===== src/rtl/shift_issue_stage.sv =====
// shift_issue_stage - decodes RV32I shift instructions into barrel-shifter fields.
// Latency: one cycle (entry accepted at edge N drives dn_* from edge N onward).
// Backpressure: two-entry skid buffer, up_ready registered, no dn_ready->up_ready path.
//
// Purpose
//    Execute-side issue stage in front of the 32-bit barrel shifter. Accepts a
//    raw instruction word plus rs1/rs2 values, decodes SLL/SRL/SRA and their
//    immediate forms into shifter operand, mode select and shift amount, and
//    flags every other encoding as illegal (still forwarded, never dropped).
//
// Optional feature
//    SHIFT_ILLEGAL_CHK_EN : when defined, funct7 (instr[31:25]) is fully
//    checked; a non-canonical funct7 marks the entry illegal. When undefined,
//    only opcode, funct3 and instr[30] take part in decode.
//
// Ports
//    clk, rst        clock (rising edge) and asynchronous active-high reset
//    flush           synchronous flush, empties both buffer entries
//    up_valid/ready  upstream handshake (up_ready is a flop)
//    up_instr        raw 32-bit instruction word
//    up_rs1, up_rs2  value to shift, register-form shift amount source
//    dn_valid/ready  downstream handshake (dn_valid is a flop)
//    dn_in           shifter data input (rs1)
//    dn_sel          {1 = left / 0 = right, 1 = arithmetic / 0 = logical}
//    dn_B            shift amount
//    dn_rd           destination register, instr[11:7]
//    dn_illegal      entry is not a valid shift

module shift_issue_stage #(
   parameter int XLEN    = 32,
   parameter int SHAMT_W = 5
) (
   input  logic               clk,
   input  logic               rst,
   input  logic               flush,
   input  logic               up_valid,
   output logic               up_ready,
   input  logic [31:0]        up_instr,
   input  logic [XLEN-1:0]    up_rs1,
   input  logic [XLEN-1:0]    up_rs2,
   output logic               dn_valid,
   input  logic               dn_ready,
   output logic [XLEN-1:0]    dn_in,
   output logic [1:0]         dn_sel,
   output logic [SHAMT_W-1:0] dn_B,
   output logic [4:0]         dn_rd,
   output logic               dn_illegal
);

   // One buffered, already-decoded entry.
   typedef struct packed {
      logic [XLEN-1:0]    data;
      logic [1:0]         sel;
      logic [SHAMT_W-1:0] amt;
      logic [4:0]         rd;
      logic               illegal;
   } entry_t;

   typedef enum logic [1:0] {
      ST_EMPTY = 2'd0,
      ST_ONE   = 2'd1,
      ST_FULL  = 2'd2
   } state_t;

   localparam logic [6:0] OPC_OP_IMM = 7'b0010011;
   localparam logic [6:0] OPC_OP     = 7'b0110011;
   localparam logic [2:0] F3_SLL     = 3'b001;
   localparam logic [2:0] F3_SRX     = 3'b101;

   state_t state_q;
   entry_t main_q;
   entry_t skid_q;
   logic   up_ready_q;
   logic   dn_valid_q;

   // ------------------------------------------------------------------
   // Combinational decode of the upstream word
   // ------------------------------------------------------------------
   logic [6:0] opcode;
   logic [2:0] funct3;
   logic       is_imm;
   logic       is_reg;
   logic       is_left;
   logic       is_right;
   logic       f7_ok;
   logic       shift_ok;
   entry_t     dec_d;

   assign opcode   = up_instr[6:0];
   assign funct3   = up_instr[14:12];
   assign is_imm   = (opcode == OPC_OP_IMM);
   assign is_reg   = (opcode == OPC_OP);
   assign is_left  = (funct3 == F3_SLL);
   assign is_right = (funct3 == F3_SRX);

`ifdef SHIFT_ILLEGAL_CHK_EN
   // Left shifts only have the all-zero funct7; right shifts may also carry
   // the arithmetic marker 0100000 and nothing else.
   assign f7_ok = is_left ? (up_instr[31:25] == 7'b0000000)
                          : ((up_instr[31:25] == 7'b0000000) ||
                             (up_instr[31:25] == 7'b0100000));
`else
   assign f7_ok = 1'b1;
`endif

   assign shift_ok = (is_imm || is_reg) && (is_left || is_right) && f7_ok;

   always_comb begin
      dec_d         = '0;
      dec_d.data    = up_rs1;
      dec_d.rd      = up_instr[11:7];
      dec_d.illegal = !shift_ok;
      if (shift_ok) begin
         // instr[30] selects arithmetic only for right shifts; a left shift is
         // always logical regardless of that bit.
         dec_d.sel = is_left ? 2'b10 : {1'b0, up_instr[30]};
         dec_d.amt = is_imm ? up_instr[20 +: SHAMT_W] : up_rs2[SHAMT_W-1:0];
      end
   end

   // Fields not consumed by decode in every build configuration.
   logic unused_bits;
   assign unused_bits = ^{up_instr[31:25], up_instr[19:15], up_rs2[XLEN-1:SHAMT_W]};

   // ------------------------------------------------------------------
   // Handshakes: both qualifiers come from flops only.
   // ------------------------------------------------------------------
   logic up_xfer;
   logic dn_xfer;

   assign up_xfer = up_valid & up_ready_q;
   assign dn_xfer = dn_valid_q & dn_ready;

   // ------------------------------------------------------------------
   // Skid-buffer FSM with registered handshake outputs
   // ------------------------------------------------------------------
   always_ff @(posedge clk or posedge rst) begin
      if (rst) begin
         state_q    <= ST_EMPTY;
         main_q     <= '0;
         skid_q     <= '0;
         up_ready_q <= 1'b1;
         dn_valid_q <= 1'b0;
      end else if (flush) begin
         // Flush wins over any same-cycle transfer; the data fields keep
         // their last value since they are don't-care while dn_valid is low.
         state_q    <= ST_EMPTY;
         up_ready_q <= 1'b1;
         dn_valid_q <= 1'b0;
      end else begin
         case (state_q)
            ST_EMPTY: begin
               if (up_xfer) begin
                  main_q     <= dec_d;
                  state_q    <= ST_ONE;
                  dn_valid_q <= 1'b1;
               end
            end
            ST_ONE: begin
               if (up_xfer && dn_xfer) begin
                  // Streaming: main hands off and reloads in the same edge.
                  main_q <= dec_d;
               end else if (up_xfer) begin
                  // Downstream stalled; park the new entry in skid and
                  // stop accepting from the next cycle on.
                  skid_q     <= dec_d;
                  state_q    <= ST_FULL;
                  up_ready_q <= 1'b0;
               end else if (dn_xfer) begin
                  state_q    <= ST_EMPTY;
                  dn_valid_q <= 1'b0;
               end
            end
            ST_FULL: begin
               // up_ready is low here, so only the drain side can move.
               if (dn_xfer) begin
                  main_q     <= skid_q;
                  state_q    <= ST_ONE;
                  up_ready_q <= 1'b1;
               end
            end
            default: begin
               state_q    <= ST_EMPTY;
               up_ready_q <= 1'b1;
               dn_valid_q <= 1'b0;
            end
         endcase
      end
   end

   // ------------------------------------------------------------------
   // Outputs
   // ------------------------------------------------------------------
   assign up_ready   = up_ready_q;
   assign dn_valid   = dn_valid_q;
   assign dn_in      = main_q.data;
   assign dn_sel     = main_q.sel;
   assign dn_B       = main_q.amt;
   assign dn_rd      = main_q.rd;
   assign dn_illegal = main_q.illegal;

endmodule


===== config.mk =====
export PLATFORM = sky130hd
export DESIGN_NAME = shift_issue_stage
export DESIGN_NICKNAME = d
export VERILOG_FILES = /design/src/rtl/shift_issue_stage.sv
export SDC_FILE = /design/constraint.sdc
export NUM_CORES = 1
export LEC_CHECK = 0
export ABC_AREA = 1
export CAP_MARGIN = 20
export CORE_MARGIN = 2
export CORE_UTILIZATION = 46
export DETAILED_ROUTE_END_ITERATION = 6
export GPL_ROUTABILITY_DRIVEN = 0
export PLACE_DENSITY = 0.92
export SYNTH_ARGS = -nofsm -noshare
export SYNTH_HDL_FRONTEND = slang
export SYNTH_SLANG_ARGS = --single-unit

===== constraint.sdc =====
create_clock -name clk -period 3.9 [get_ports clk]
set_input_delay 0.585 -clock clk [delete_from_list [all_inputs] [get_ports clk]]
set_output_delay 0.585 -clock clk [all_outputs]
set_load 0.005 [all_outputs]

Word level (Yosys, flattened, before mapping)
Index checks and enable logic that the tools add are counted.

word-level totals
  register bits after elaboration = 94
  input port bits = 101
  output and inout bits = 47
  logic and storage cells = 72

operators by class
  equality and inequality tests = 18
  multiplexer cells = 25
  bitwise gates (word level) = 4
  reduce and logical (&&, ||, !) cells = 12

operators with widths
  operator            count
  $mux 45             3
  $pmux 45 s3         1
  $ne 3x3->1 const B  6
  $mux 2              7
  $reduce_and 4->1    3
  $ne 2x2->1 const B  5
  $reduce_and 5->1    2
  $mux 1              9
  $eq 7x5->1 const B  1
  $eq 7x6->1 const B  1
  $mux 7              1
  $pmux 1 s3          2
  $pmux 2 s3          1
  $mux 5              1
  $ne 4x4->1 const B  1
  $eq 3x1->1 const B  1
  $eq 3x3->1 const B  1
  $reduce_bool 3->1   1
  $and 1x1->1         2
  $eq 2x1->1 const B  1
  $eq 2x2->1 const B  1
  $logic_and 1x1->1   2
  $logic_not 2->1     1
  $logic_or 1x1->1    2
  other kinds (2)     3

Longest topological paths before layout
  depth after elaboration = 6
  gate-level depth with buffers = 10

Worst setup path after synthesis
No wires, ideal clock.

  path type = input to register
  from = in up_valid
  to = reg main_q, in the netlist dn_rd[4]
  data arrival time = 1399 ps
  required time = 3783 ps
  slack = 2385 ps
  stages = 9
  path through = nand2_1 > nand2_1 > a21boi_1 > nand2_1 > inv_2 > buf_6 > buf_6 > nand2_1 > nand2_1

on the way
  cells in the longest elaborated chain, start to end = 4
  elaborated cells on any way between the ends = 5
  those cells by class = eq/ne (2); bitwise (1); reduce/logical (2)

RTL lines
  what                          line  text
  from (decl)                   36    input logic up_valid,
  $and 1x1->1 *                 131   assign up_xfer = up_valid & up_ready_q;
  $logic_and 1x1->1             160   if (up_xfer && dn_xfer) begin
  $ne 2x2->1 (no line)          --
  $reduce_and 5->1 (no line) *  --
  to (signal assigned)          177   main_q <= skid_q;
  to (decl)                     71    entry_t main_q;

Mark *: on every way between the ends. The rest lies on a longest branch, timed or not.
A chain may end at the register's enable or synchronous reset.

Worst setup path after layout
  from = in flush
  to = reg skid_q[20] in the netlist's numbering

on the way
  cells in the longest elaborated chain, start to end = 2

RTL lines
  what                        line  text
  from (decl)                 35    input logic flush,
  $not 1->1 (no line)         --
  $reduce_and 4->1 (no line)  --
  to (signal assigned)        141   skid_q <= '0;
  to (signal assigned)        166   skid_q <= dec_d;
  to (decl)                   72    entry_t skid_q;

Every way passes these cells.

==> results.cfg <==
[timing]
setup_violations = 0
hold_violations = 0
fin_crit_ns = 2.27
fmax_mhz = 441
fin_tns_setup_ns = 0
fin_crit_sh = 0.581
worstMarginPinSlew_ns = 0.669
max-slew-margin-rel = 0.552
clock_skew_ns = 0.0108
grt_setup_unrepaired = no
slew_viol_final = 0

[global_routing]
grt_max_degree = 95
globalRoute.totalOverflow = 0
grt_usage = 0.205
grt_pass1_wl_um = 16900
grt_pass1_vias = 3800
grt_antenna_before_repair = 0

[hold_path]
hold_depth = 2
min-delay-start = dn_in[10]$_DFFE_PP0P_
min_to = dn_in[10]$_DFFE_PP0P_
worstHoldPathType = reg -> reg

[power_and_ir_drop]
ir_drop_uv = 353
p_leak_nw = 2.89
power.density_mw_per_mm2 = 648

[routing]
final_antenna_net_count = 0
via_per_inst = 4.93
wire_per_inst_um = 12.6
wirelength_um = 9790
vias = 3844
drtIter0Drc = 210
drtPass1Iterations = 5
drcViolationCount = 0

[die]
initial_utilization = 0.472
rows = 35
die_w_um = 101
dieArea_mm2 = 0.0102
die_h_um = 101
fp.coreArea_mm2 = 0.00920
io_pins = 148

[worst_setup_path]
worstReg2RegStart = state_q[0]$_DFFE_PP0P_
crit_chain = clkdlybuf4s50_1, nor2_1, nand2_1, inv_2, nand2_2, buf_4, nand2_1, o21ai_1
cp-end-kind = flip-flop
crit_path_frequent_cell = nand2_1
rrSetupSlack_ns = 1.89
r2r_end = skid_q[20]$_DFFE_PP0P_
crit_family = buffers and inverters
cp.arrival_ns = 2.54
crit_required_ns = 4.18
critical_path_class = in -> reg
crit_path_max_fanout = 41
crit_path_start = flush
crit_buf_inv = 3
start_kind = input port
reg2regPathDepth = 8
critical_path.max_stage_delay_ns = 0.57
cpMaxStageDelayCell = clkdlybuf4s50_1

[final_layout]
antennaDiodeCount = 0
nNetsFinal = 766
area_delta_synth_final_pct = 30.5
fill_cells = 779
drive_above_1_share = 0.0463
fin_util = 0.616

[synthesis]
avgSynthCellArea_um2 = 7.65
syn_area_mm2 = 0.00434
yosysSeqAreaShare = 0.542
yosys_warnings = 0
ys_ff_latch = 94
synthCells = 568
synth_nets = 669
ys_types = 17

[placement]
io_buffers = 109
hpwl_um = 6670

[clock_network]
cts_root_buf = clkbuf_8
clock_latency_ns = 0.35
hold_buffers = 0
cts_buffers = 9
clockBufferDepth = 2
cts_tree = done
ctsResizeCount = 0
ctsHtreeMaxLevel = 3
cts.clk_slew.worst_paths_ns = 0.10
cts_setup_buffers = 0
clock-sinks = 94

[outcome]
status = finished clean

[run]
maxCapViolations = 0
==> flip-flops by register name, indices dropped and copies added (netlist names) <==
signal and flops:
dn_B 5, dn_valid 1, up_ready 1, dn_illegal 1, dn_rd 5, state_q 2, dn_in 32, skid_q 45
dn_sel 2
==> cell usage in the layout (no fill, tap or decap), drive strengths merged <==
master	count
a21boi	1
a21oi	2
buf	4
bufinv	2
clkbuf	10
clkdlybuf4s50	109
clkinvlp	2
dfrtp	93
dfstp	1
inv	64
nand2	251
nand3	14
nor2	29
o21ai	86
o22ai	1
==> worst max-delay path by stage <==
stage | cells after the start | slack [ns] | to
finish | 8 | 1.63 | skid_q[20]$_DFFE_PP0P_
global route | 8 | 1.45 | skid_q[27]$_DFFE_PP0P_
CTS | 8 | 1.62 | skid_q[20]$_DFFE_PP0P_
detailed placement | 8 | 1.26 | skid_q[20]$_DFFE_PP0P_
global placement | 7 | 1.34 | skid_q[7]$_DFFE_PP0P_
floorplan | 1 | 0.87 | dn_B[0]$_DFFE_PP0P_
==> worst min-delay path: cells and delay by family, from the launching register on <==
kind	cells	cell delay (ns)
AND/OR/NAND/NOR	2	0.10
flip-flops	1	0.35
==> cell type report <==
class                      instances  area [um^2]  share of cell area
sequential                        94         2350               0.415
multi-input combinational        384         1590               0.281
timing repair buffer             113         1130               0.200
inverter                          63          239              0.0422
tap                              111          139              0.0245
clock buffer                      10          128              0.0225
clock inverter                     5         83.8              0.0148
==> cell usage after synthesis, drive strengths merged <==
library cell  instances  area share
inv                  63       0.054
o21ai                86       0.099
o22ai                 1      0.0014
nand3                14       0.016
nor2                 29       0.026
a21oi                 2      0.0023
nand2               251        0.22
clkbuf                8      0.0069
buf                  19       0.033
dfrtp                93        0.54
a21boi                1      0.0017
dfstp                 1      0.0061
==> routing by layer <==
layer / vias to the layer above / part of all wire / GRT usage / wire length, um
li1: 1924 / - / - / -
met1: 1802 / 0.44 / 0.252 / 4260
met2: 105 / 0.50 / 0.362 / 4900
met3: 13 / 0.054 / 0.0476 / 530
met4: 0 / 0.010 / 0.0561 / 101
met5: - / 0 / 0 / 0
==> cells by family after synthesis <==
logic type	after synthesis	synth area share
and+or+nand+nor	294	0.259
DFF	94	0.542
AOI/OAI and AO/OA	90	0.105
buffers and inverters	90	0.0942
==> where the power goes <==
group | internal (mW) | total (mW) | switching [mW]
combinational | 0.696 | 1.36 | 0.665
clock | 0.361 | 0.698 | 0.337
sequential | 1.39 | 1.61 | 0.222
total | 2.45 | 3.67 | 1.22
==> per-stage QoR <==
| step | hold slack (ns) | power (mW) | std cells | instance area, um^2 | setup slack [ns] |
|---|---|---|---|---|---|
| 2_1_floorplan | 0.453 | 2.32 | 568 | 4340 | 0.868 |
| 6_report | 0.483 | 3.67 | 780 | 5670 | 1.63 |
| 4_1_cts | 0.487 | 3.71 | 780 | 5670 | 1.62 |
| 3_3_place_gp | 0.461 | 2.91 | 765 | 5460 | 1.34 |
| 3_5_place_dp | 0.464 | 3.00 | 765 | 5460 | 1.26 |
| 5_1_grt | 0.501 | 3.97 | 780 | 5670 | 1.45 |
Note: power is estimated with default switching activity, not from simulation.
